==> src/rtl/mem_arb_pkg.sv <==
// mem_arb_pkg
// Shared types and constants for the instruction/data memory arbiter.
//   arb_state_t : arbiter FSM states
//   STARVE_W    : width of the fetch starvation counter
package mem_arb_pkg;

  typedef enum logic [1:0] {
    ARB_IDLE    = 2'd0,
    ARB_SERVE_I = 2'd1,
    ARB_SERVE_D = 2'd2
  } arb_state_t;

  localparam int STARVE_W = 4;

endpackage

==> src/rtl/ctrl_bus_if.sv <==
// ctrl_bus_if
// Shared control bus carrying the single clock and the asynchronous,
// active-high reset.
//   clk : rising-edge clock
//   rst : asynchronous active-high reset
interface ctrl_bus_if;
  logic clk;
  logic rst;

  modport central (
    input clk,
    input rst
  );
endinterface

==> src/rtl/sat_counter.sv <==
// sat_counter
// Up-counter that sticks at MAX and can be cleared synchronously.
//   clk, rst : clock, asynchronous active-high reset
//   inc      : count up by one (ignored once out == MAX)
//   clr      : return to zero; wins over inc
//   out      : current count
module sat_counter #(
  parameter int           N   = 4,
  parameter logic [N-1:0] MAX = '1
) (
  input  logic         clk,
  input  logic         rst,
  input  logic         inc,
  input  logic         clr,
  output logic [N-1:0] out
);

  always_ff @(posedge clk or posedge rst) begin
    if (rst) begin
      out <= '0;
    end else if (clr) begin
      out <= '0;
    end else if (inc && (out != MAX)) begin
      out <= out + N'(1);
    end
  end

endmodule

==> src/rtl/mem_arbiter.sv <==
// mem_arbiter
// Shares one single-port backing memory between the fetch stage and the
// memory stage. One access is in flight at a time; the granted request is
// latched and held on the memory port until m_ack. Data wins ties unless
// fetch has lost STARVE_MAX arbitrations in a row.
//
// Handshake: a requester holds x_req high; the access completes in the
// cycle where x_ready is high (x_ready = m_ack & x_req while x is served).
// The memory side sees m_req high from grant until (and including) the
// m_ack cycle; m_ack outside of service is ignored.
//
// Ports:
//   ctrl_bus          : clock and asynchronous active-high reset
//   i_req/i_addr      : fetch read request
//   i_rdata/i_ready   : fetch read data / completion
//   d_req/d_we/d_addr/d_wdata : memory-stage access request
//   d_rdata/d_ready   : memory-stage read data / completion
//   m_req/m_we/m_addr/m_wdata : backing memory request
//   m_rdata/m_ack     : backing memory read data / completion pulse
//   stall_F/stall_M   : hold requests for the hazard unit
//   conflict_cnt      : saturating count of cycles with both requesters waiting
//   arb_state         : current FSM state (debug)
//   starve_cnt        : consecutive fetch losses (debug)
module mem_arbiter
  import mem_arb_pkg::*;
#(
  parameter int ADDR_W     = 32,
  parameter int DATA_W     = 32,
  parameter int STARVE_MAX = 4,
  parameter int CNT_W      = 16
) (
  ctrl_bus_if.central         ctrl_bus,
  input  logic                i_req,
  input  logic [ADDR_W-1:0]   i_addr,
  output logic [DATA_W-1:0]   i_rdata,
  output logic                i_ready,
  input  logic                d_req,
  input  logic                d_we,
  input  logic [ADDR_W-1:0]   d_addr,
  input  logic [DATA_W-1:0]   d_wdata,
  output logic [DATA_W-1:0]   d_rdata,
  output logic                d_ready,
  output logic                m_req,
  output logic                m_we,
  output logic [ADDR_W-1:0]   m_addr,
  output logic [DATA_W-1:0]   m_wdata,
  input  logic [DATA_W-1:0]   m_rdata,
  input  logic                m_ack,
  output logic                stall_F,
  output logic                stall_M,
  output logic [CNT_W-1:0]    conflict_cnt,
  output logic [1:0]          arb_state,
  output logic [STARVE_W-1:0] starve_cnt
);

  arb_state_t          state;
  arb_state_t          state_next;
  logic                grant_i;
  logic                grant_d;
  logic                starve_full;
  logic                conflict;
  logic [ADDR_W-1:0]   addr_q;
  logic                we_q;
  logic [DATA_W-1:0]   wdata_q;

  assign starve_full = (starve_cnt == STARVE_W'(STARVE_MAX));

  // State register
  always_ff @(posedge ctrl_bus.clk or posedge ctrl_bus.rst) begin
    if (ctrl_bus.rst) begin
      state <= ARB_IDLE;
    end else begin
      state <= state_next;
    end
  end

  // Next state and grant decision. Grants are only made from ARB_IDLE,
  // which guarantees one low m_req cycle between accesses.
  always_comb begin
    state_next = state;
    grant_i    = 1'b0;
    grant_d    = 1'b0;
    case (state)
      ARB_IDLE: begin
        if (d_req && !(i_req && starve_full)) begin
          grant_d    = 1'b1;
          state_next = ARB_SERVE_D;
        end else if (i_req) begin
          grant_i    = 1'b1;
          state_next = ARB_SERVE_I;
        end
      end
      ARB_SERVE_I, ARB_SERVE_D: begin
        if (m_ack) begin
          state_next = ARB_IDLE;
        end
      end
      default: state_next = ARB_IDLE;
    endcase
  end

  // Request latches: frozen from grant until the next grant, so the memory
  // port is immune to requester input changes during service. Write data is
  // left untouched on a fetch grant since fetch never writes.
  always_ff @(posedge ctrl_bus.clk or posedge ctrl_bus.rst) begin
    if (ctrl_bus.rst) begin
      addr_q  <= '0;
      we_q    <= 1'b0;
      wdata_q <= '0;
    end else if (grant_d) begin
      addr_q  <= d_addr;
      we_q    <= d_we;
      wdata_q <= d_wdata;
    end else if (grant_i) begin
      addr_q  <= i_addr;
      we_q    <= 1'b0;
    end
  end

  assign m_req   = (state != ARB_IDLE);
  assign m_we    = m_req & we_q;
  assign m_addr  = addr_q;
  assign m_wdata = wdata_q;

  // A requester that dropped its req mid-service gets no ready pulse, but
  // the memory access itself still completes.
  assign i_ready = (state == ARB_SERVE_I) & m_ack & i_req;
  assign d_ready = (state == ARB_SERVE_D) & m_ack & d_req;
  assign i_rdata = m_rdata;
  assign d_rdata = m_rdata;

  assign stall_F = i_req & ~i_ready;
  assign stall_M = d_req & ~d_ready;

  assign conflict  = i_req & d_req & ~i_ready & ~d_ready;
  assign arb_state = state;

  // Counts fetch losses: data granted while fetch was also asking.
  sat_counter #(
    .N   (STARVE_W),
    .MAX (STARVE_W'(STARVE_MAX))
  ) u_starve (
    .clk (ctrl_bus.clk),
    .rst (ctrl_bus.rst),
    .inc (grant_d & i_req),
    .clr (grant_i),
    .out (starve_cnt)
  );

  sat_counter #(
    .N   (CNT_W),
    .MAX ({CNT_W{1'b1}})
  ) u_conflict (
    .clk (ctrl_bus.clk),
    .rst (ctrl_bus.rst),
    .inc (conflict),
    .clr (1'b0),
    .out (conflict_cnt)
  );

endmodule

==> src/flat_wrapper.sv <==
// flat-port wrapper written by rule: the top's interface ports become plain ports
module mem_arbiter_flat import mem_arb_pkg::*;
#(
  parameter int ADDR_W     = 32,
  parameter int DATA_W     = 32,
  parameter int STARVE_MAX = 4,
  parameter int CNT_W      = 16
)
  (i_req, i_addr, i_rdata, i_ready, d_req, d_we, d_addr, d_wdata, d_rdata, d_ready, m_req, m_we, m_addr, m_wdata, m_rdata, m_ack, stall_F, stall_M, conflict_cnt, arb_state, starve_cnt, ctrl_bus_clk, ctrl_bus_rst);
  ctrl_bus_if ctrl_bus_i ();
  input  logic i_req;
  input  logic [ADDR_W-1:0] i_addr;
  output logic [DATA_W-1:0] i_rdata;
  output logic i_ready;
  input  logic d_req;
  input  logic d_we;
  input  logic [ADDR_W-1:0] d_addr;
  input  logic [DATA_W-1:0] d_wdata;
  output logic [DATA_W-1:0] d_rdata;
  output logic d_ready;
  output logic m_req;
  output logic m_we;
  output logic [ADDR_W-1:0] m_addr;
  output logic [DATA_W-1:0] m_wdata;
  input  logic [DATA_W-1:0] m_rdata;
  input  logic m_ack;
  output logic stall_F;
  output logic stall_M;
  output logic [CNT_W-1:0] conflict_cnt;
  output logic [1:0] arb_state;
  output logic [STARVE_W-1:0] starve_cnt;
  input wire logic [$bits(ctrl_bus_i.clk)-1:0] ctrl_bus_clk;
  input wire logic [$bits(ctrl_bus_i.rst)-1:0] ctrl_bus_rst;
  assign ctrl_bus_i.clk = ctrl_bus_clk;
  assign ctrl_bus_i.rst = ctrl_bus_rst;
  mem_arbiter #(.ADDR_W(ADDR_W), .DATA_W(DATA_W), .STARVE_MAX(STARVE_MAX), .CNT_W(CNT_W)) u_core (.ctrl_bus(ctrl_bus_i), .i_req(i_req), .i_addr(i_addr), .i_rdata(i_rdata), .i_ready(i_ready), .d_req(d_req), .d_we(d_we), .d_addr(d_addr), .d_wdata(d_wdata), .d_rdata(d_rdata), .d_ready(d_ready), .m_req(m_req), .m_we(m_we), .m_addr(m_addr), .m_wdata(m_wdata), .m_rdata(m_rdata), .m_ack(m_ack), .stall_F(stall_F), .stall_M(stall_M), .conflict_cnt(conflict_cnt), .arb_state(arb_state), .starve_cnt(starve_cnt));
endmodule
==> config.mk <==
export PLATFORM = sky130hd
export DESIGN_NAME = mem_arbiter_flat
export DESIGN_NICKNAME = d
export VERILOG_FILES = /design/src/rtl/mem_arb_pkg.sv /design/src/rtl/ctrl_bus_if.sv /design/src/rtl/sat_counter.sv /design/src/rtl/mem_arbiter.sv /design/src/flat_wrapper.sv
export SDC_FILE = /design/constraint.sdc
export NUM_CORES = 1
export LEC_CHECK = 0
export ABC_AREA = 1
export ABC_CLOCK_PERIOD_IN_PS = 2100
export BUFFER_PORTS_ARGS = -buffer_cell sky130_fd_sc_hd__buf_2
export CAP_MARGIN = 5
export CORE_UTILIZATION = 25
export DETAILED_ROUTE_END_ITERATION = 16
export HOLD_SLACK_MARGIN = 0.08
export PLACE_DENSITY_LB_ADDON = 0.2
export SYNTH_ARGS = -nofsm -noshare
export SYNTH_HDL_FRONTEND = slang
export SYNTH_HIERARCHICAL = 1
export SYNTH_SLANG_ARGS = --single-unit
==> constraint.sdc <==
create_clock -name ctrl_bus_clk -period 2.1 [get_ports ctrl_bus_clk]
set_clock_uncertainty 0.1 [all_clocks]
set_input_delay 0.315 -clock ctrl_bus_clk [delete_from_list [all_inputs] [get_ports ctrl_bus_clk]]
set_output_delay 0.315 -clock ctrl_bus_clk [all_outputs]
set_load 0.005 [all_outputs]
# Word-level counts from Yosys, hierarchy flattened
# Cells that the tools add are included.
# W data, S select, Z words.
# classes
add_sub_neg,2
multipliers,0
div_mod_pow,0
magnitude_cmp,0
eq_ne,7
n_shift,0
muxes,15
bitwise_logic,13
n_reduce_logical,11
# op_table
operator,n
$mux W32,2
$add A16 B1 Y16 const B,1
$ne A16 B16 Y1 const B,1
$and A1 B1 Y1,11
$mux W4,2
$mux W1,7
$mux W2,3
$reduce_bool A2 Y1,3
$add A4 B1 Y4 const B,1
$eq A4 B3 Y1 const B,1
$logic_and A1 B1 Y1,4
$ne A4 B3 Y1 const B,1
$pmux W2 S2,1
$ne A3 B2 Y1 const B,1
$eq A2 B1 Y1 const B,1
$eq A2 B2 Y1 const B,1
$logic_not A2 Y1,1
$ne A2 B2 Y1 const B,1
$not A1 Y1,2
$reduce_and A2 Y1,1
$reduce_or A2 Y1,1
$logic_not A1 Y1,1
# totals
regBits,87
latch_bits,0
ramBits,0
mem_bits_ro,0
inputBits,134
out_inout_bits,156
n_memories,0

# Depth between registers and ports, before layout
# depth
word_depth,10
ltp_mapped,13

# Cells and area by module
# Netlist, hierarchy kept.
# by_module_without_submodules
mod,n_inst,cells_each,area_each_um2,seq_area_each_um2
mem_arbiter,1,521,3834.9,1676.6
sat_counter (u_core.u_conflict),1,159,1083.5,400.4
sat_counter (u_core.u_starve),1,30,245.2,100.1

# Worst setup path before layout
# No wires, ideal clock.
# synth_timing
path_kind,register to register
from,"register u_core.state[0], in the netlist u_core/arb_state[0]"
to,register u_core.u_conflict.out[3]
setup_time_ns,0.065
arrival_time_ns,1.712
path_slack_ns,0.224
stages_incl_launch_ff,11
n_path_buf,1
synth_period_minus_slack_ns,1.876
path_cell_list,dfrtp_1 inv_1 ha_1 nand2_1 inv_1 nor4_1 inv_1 nor2_2 buf_2 nand4_1 nand2_1
# synth_between
elab_chain_cells,7
# synth_lines
element,line_no,text
"start, declared",mem_arbiter.sv:56,arb_state_t state;
"start signal, assigned",mem_arbiter.sv:73,state <= state_next;
$eq A2 B1 Y1,mem_arbiter.sv:127,assign i_ready = (state == ARB_SERVE_I) & m_ack & i_req;
$and A1 B1 Y1 (2 in series),mem_arbiter.sv:127,
$not A1 Y1,mem_arbiter.sv:135,assign conflict = i_req & d_req & ~i_ready & ~d_ready;
$and A1 B1 Y1,mem_arbiter.sv:135,
$and A1 B1 Y1 (*),mem_arbiter.sv:135,
named net u_core.conflict,mem_arbiter.sv:61,logic conflict;
$logic_and A1 B1 Y1 (*),sat_counter.sv:23,end else if (inc && (out != MAX)) begin
"end signal, assigned",sat_counter.sv:24,out <= out + N'(1);
"end, declared",sat_counter.sv:15,output logic [N-1:0] out
# Mark *: on every way through the listed nets, which the timed path passes. The rest lies on a longest branch.
# A chain may end at the register's enable or synchronous reset.

# Final worst setup path
# layout_timing
from,"register u_core.state[0], in the netlist u_core/arb_state[0]"
to,output m_req
# layout_between
elab_chain_cells,1
# layout_lines
element,line_no,text
$reduce_bool A2 Y1,mem_arbiter.sv:120,assign m_req = (state != ARB_IDLE);
"end, declared",flat_wrapper.sv:21,output logic m_req;
# No other way between the ends.

==> flow_summary.ini <==
[synth]
synthSimpleGateAreaFrac_pct = 34.5
ys_ff_latch = 87
synth_area_leaders = dfrtp_1 (42%), nand2_1 (19%), buf_4 (10%), inv_1 (7.1%), nand4_1 (5.5%)
synthXorXnorAreaFrac_pct = 0.678
synth_commonest_cells = nand2_1 (267), inv_1 (98), dfrtp_1 (87), buf_4 (69), nand3_1 (50)
synth_seq_area_share_pct = 42.2
yosys.cell_types.count = 30
synth_fa_ha_area_share_pct = 1.45
synth_edf_count = 0
syn_avg_cell_area_um2 = 7.27
yosysTopAreaCell = dfrtp_1
synth_top_family_by_area = simple AND/OR/NAND/NOR gates
synth.most_common_cell = nand2_1
synth_ff_type = dfrtp_1
synth_compound_area_share_pct = 1.21
async_flop_share_pct = 100
synth_mux_area_share_pct = 0
syn_inst = 710
synth-warning-count = 6
netlist_area_um2 = 5160
synth_top_area_share_pct = 42.2

[placed_design]
dpl_cell_area_um2 = 6060
dp_slack_ns = 0.0868
routabilityCongestion = 0.772
io_buffers = 193
dp_hpwl_um = 10900

[timing]
setup_ws_ns = 0.169
drv_slew = 0
setup_tns_ns = 0
relSlewSlack_pct = 55.8
max_freq_ghz = 0.518
rsz0062_at_grt = yes
max_slew.worst_pin.slew_ns = 0.663
hold_viol = 0
fin_crit_sh_pct = 92.0
setup_viol = 0
period_needed_ns = 1.93

[setup_path]
critPathLaunchType = register
crit_type = register to output port
worstPathRequired_ns = 1.68
cp.arrival_ns = 1.52
crit_path_max_fanout = 12
end_kind = output port

[floorplan]
start_util_pct = 25.5
die_y_um = 146
die_x_um = 146
die-area_um2 = 21200
io_pins = 290
rows = 52
core_um2 = 20200

[global_routing]
grt_pass1_wl_um = 24900
antenna_found_initial = 0
grt-ovfl-total = 0
grtUsageTotal_pct = 14.8
grt_max_degree = 53
grt_pass1_vias = 4804

[clock_tree]
clockBufferDepth = 2
cts_tree = built
cts_root_buf = clkbuf_16
numCtsBuffers = 9
clkLatencyLatePin_ns = 0.34
path_clk_slew_ns = 0.07
cts.sinks = 87
cts_htree_levels = 3

[routing]
postRouteAntennaNets = 0
top_layer_used = met4
via_count = 4783
wl_per_cell_um = 13.3
viasPerCell = 4.16
wl_met2_um = 7020
drc = 0
met3_wirelength_um = 1140
finalWirelength_um = 15300
drtIter0Drc = 193
first_pass_iters = 4
wl_met1_um = 7100

[cells_and_area]
regArea_um2 = 2180
n_fill_cell = 2194
multiInputGateArea_um2 = 1980
layout-drive-gt1-share_pct = 29.1
antennaDiodeCount = 0
synthToLayoutAreaGrowth_pct = 29.8
final_area_um2 = 6700
fin_util_pct = 33.1
nets = 1016

[pwr]
p_leak_nw = 3.93
p_per_area_nw_per_um2 = 1090
p_total_mw = 7.34
vdd_drop_max_uv = 429

[run]
drv_cap = 0

[outcome]
status = completed

[worst_hold_path]
worstHoldPathType = input pin to register
-- registers in the layout, summed over array words and instances (netlist names) --
signal                 flops
u_core/m_wdata            32
u_core/u_starve/out        4
u_core/we_q                1
u_core/arb_state           2
u_core/m_addr             32
u_core/u_conflict/out     16
-- area by class of cell --
type | count | share of cell area, %
flip-flops and latches | 87 | 32.5
multi-input cells | 429 | 29.6
repair buffers | 246 | 22.7
inverters | 103 | 5.77
well taps | 270 | 5.04
clock buffers | 9 | 3.36
clock inverters | 7 | 1.10
-- worst paths after layout --
kind / startpoint / end / slack (ns) / depth (start not counted)
max reg2reg: u_core/arb_state[0] / u_core/u_conflict/out[0] / 0.21 / 12
max in group asynchronous: ctrl_bus_rst / u_core/arb_state[1] / 0.89 / 4
max: u_core/arb_state[0] / m_req / 0.17 / 5
min: d_wdata[3] / u_core/m_wdata[3] / 0.12 / 3
min reg2reg: u_core/m_wdata[26] / u_core/m_wdata[26] / 0.37 / 2
min in group asynchronous: ctrl_bus_rst / u_core/u_starve/out[2] / 0.34 / 3
-- placed cells by master (no fill, tap or decap) --
cell           Yosys  layout
buf_12             0       6
o21ai_1            2       2
o21ai_0            5       5
nor2_1            25      24
inv_8              0       2
nand3b_1           2       2
nor4_2             0       1
dfrtp_1           87      87
dlygate4sd3_1      0      32
nor2_8             1       1
xnor2_1            2       2
nand3_2            3       3
inv_1             98      96
nand3_1           50      50
nand2_2            3       4
nor3_1             1       1
nor2_2             2       3
nor2_4             3       3
buf_2             13     193
clkinv_1           1       1
nand2_4            1       1
o21ai_2            2       2
nand4_1           45      45
buf_4             69      15
clkbuf_16          0       9
a21oi_1            2       2
clkinv_4           0       2
clkinv_8           0       1
inv_6              0       2
ha_2               0       2
conb_1             1       4
xor2_1             2       2
ha_1               6       4
nand2_1          267     266
inv_2              4       6
-- through the flow --
stage | instances | hold WS, ns
2_1_floorplan | 713 | -0.0189
3_3_place_gp | 1102 | 0.155
3_5_place_dp | 1102 | 0.158
4_1_cts | 1150 | 0.0999
5_1_grt | 1151 | 0.126
6_report | 1151 | 0.115
-- worst max-delay path: stages (launching register included) --
cell and delay (ns):
dfrtp_1 0.41, inv_1 0.10, ha_2 0.28, buf_4 0.23, inv_1 0.05, buf_2 0.12
-- what timing repair did --
item	in CTS	in global routing
setup buffers	0	1
hold buffers	32	0
hold endpoints to repair	70	0
setup endpoints to repair	0	17
resized for setup	0	6
-- report_power, final --
part           switching (mW)  leakage, nW  internal (mW)
Combinational            1.72         2.69           1.28
Clock                   0.783        0.147          0.843
Sequential              0.386         1.10           2.34
-- cell families (layout without fill, tap and decap cells) --
family,count (synthesis),in the layout
adder cells (fa/ha/maj),6,6
other,1,4
flip-flops,87,87
AO/OA/AOI/OAI,11,11
buffers and inverters,197,365
XOR/XNOR,4,4
AND/OR/NAND/NOR,404,404
-- per-layer routing --
layer / GRT usage [%] / vias up
li1: - / 2444
met1: 19.0 / 2165
met2: 24.0 / 166
met3: 4.98 / 8
met4: 3.58 / 0
met5: 0 / -
Power figures use the tool's default switching activity.
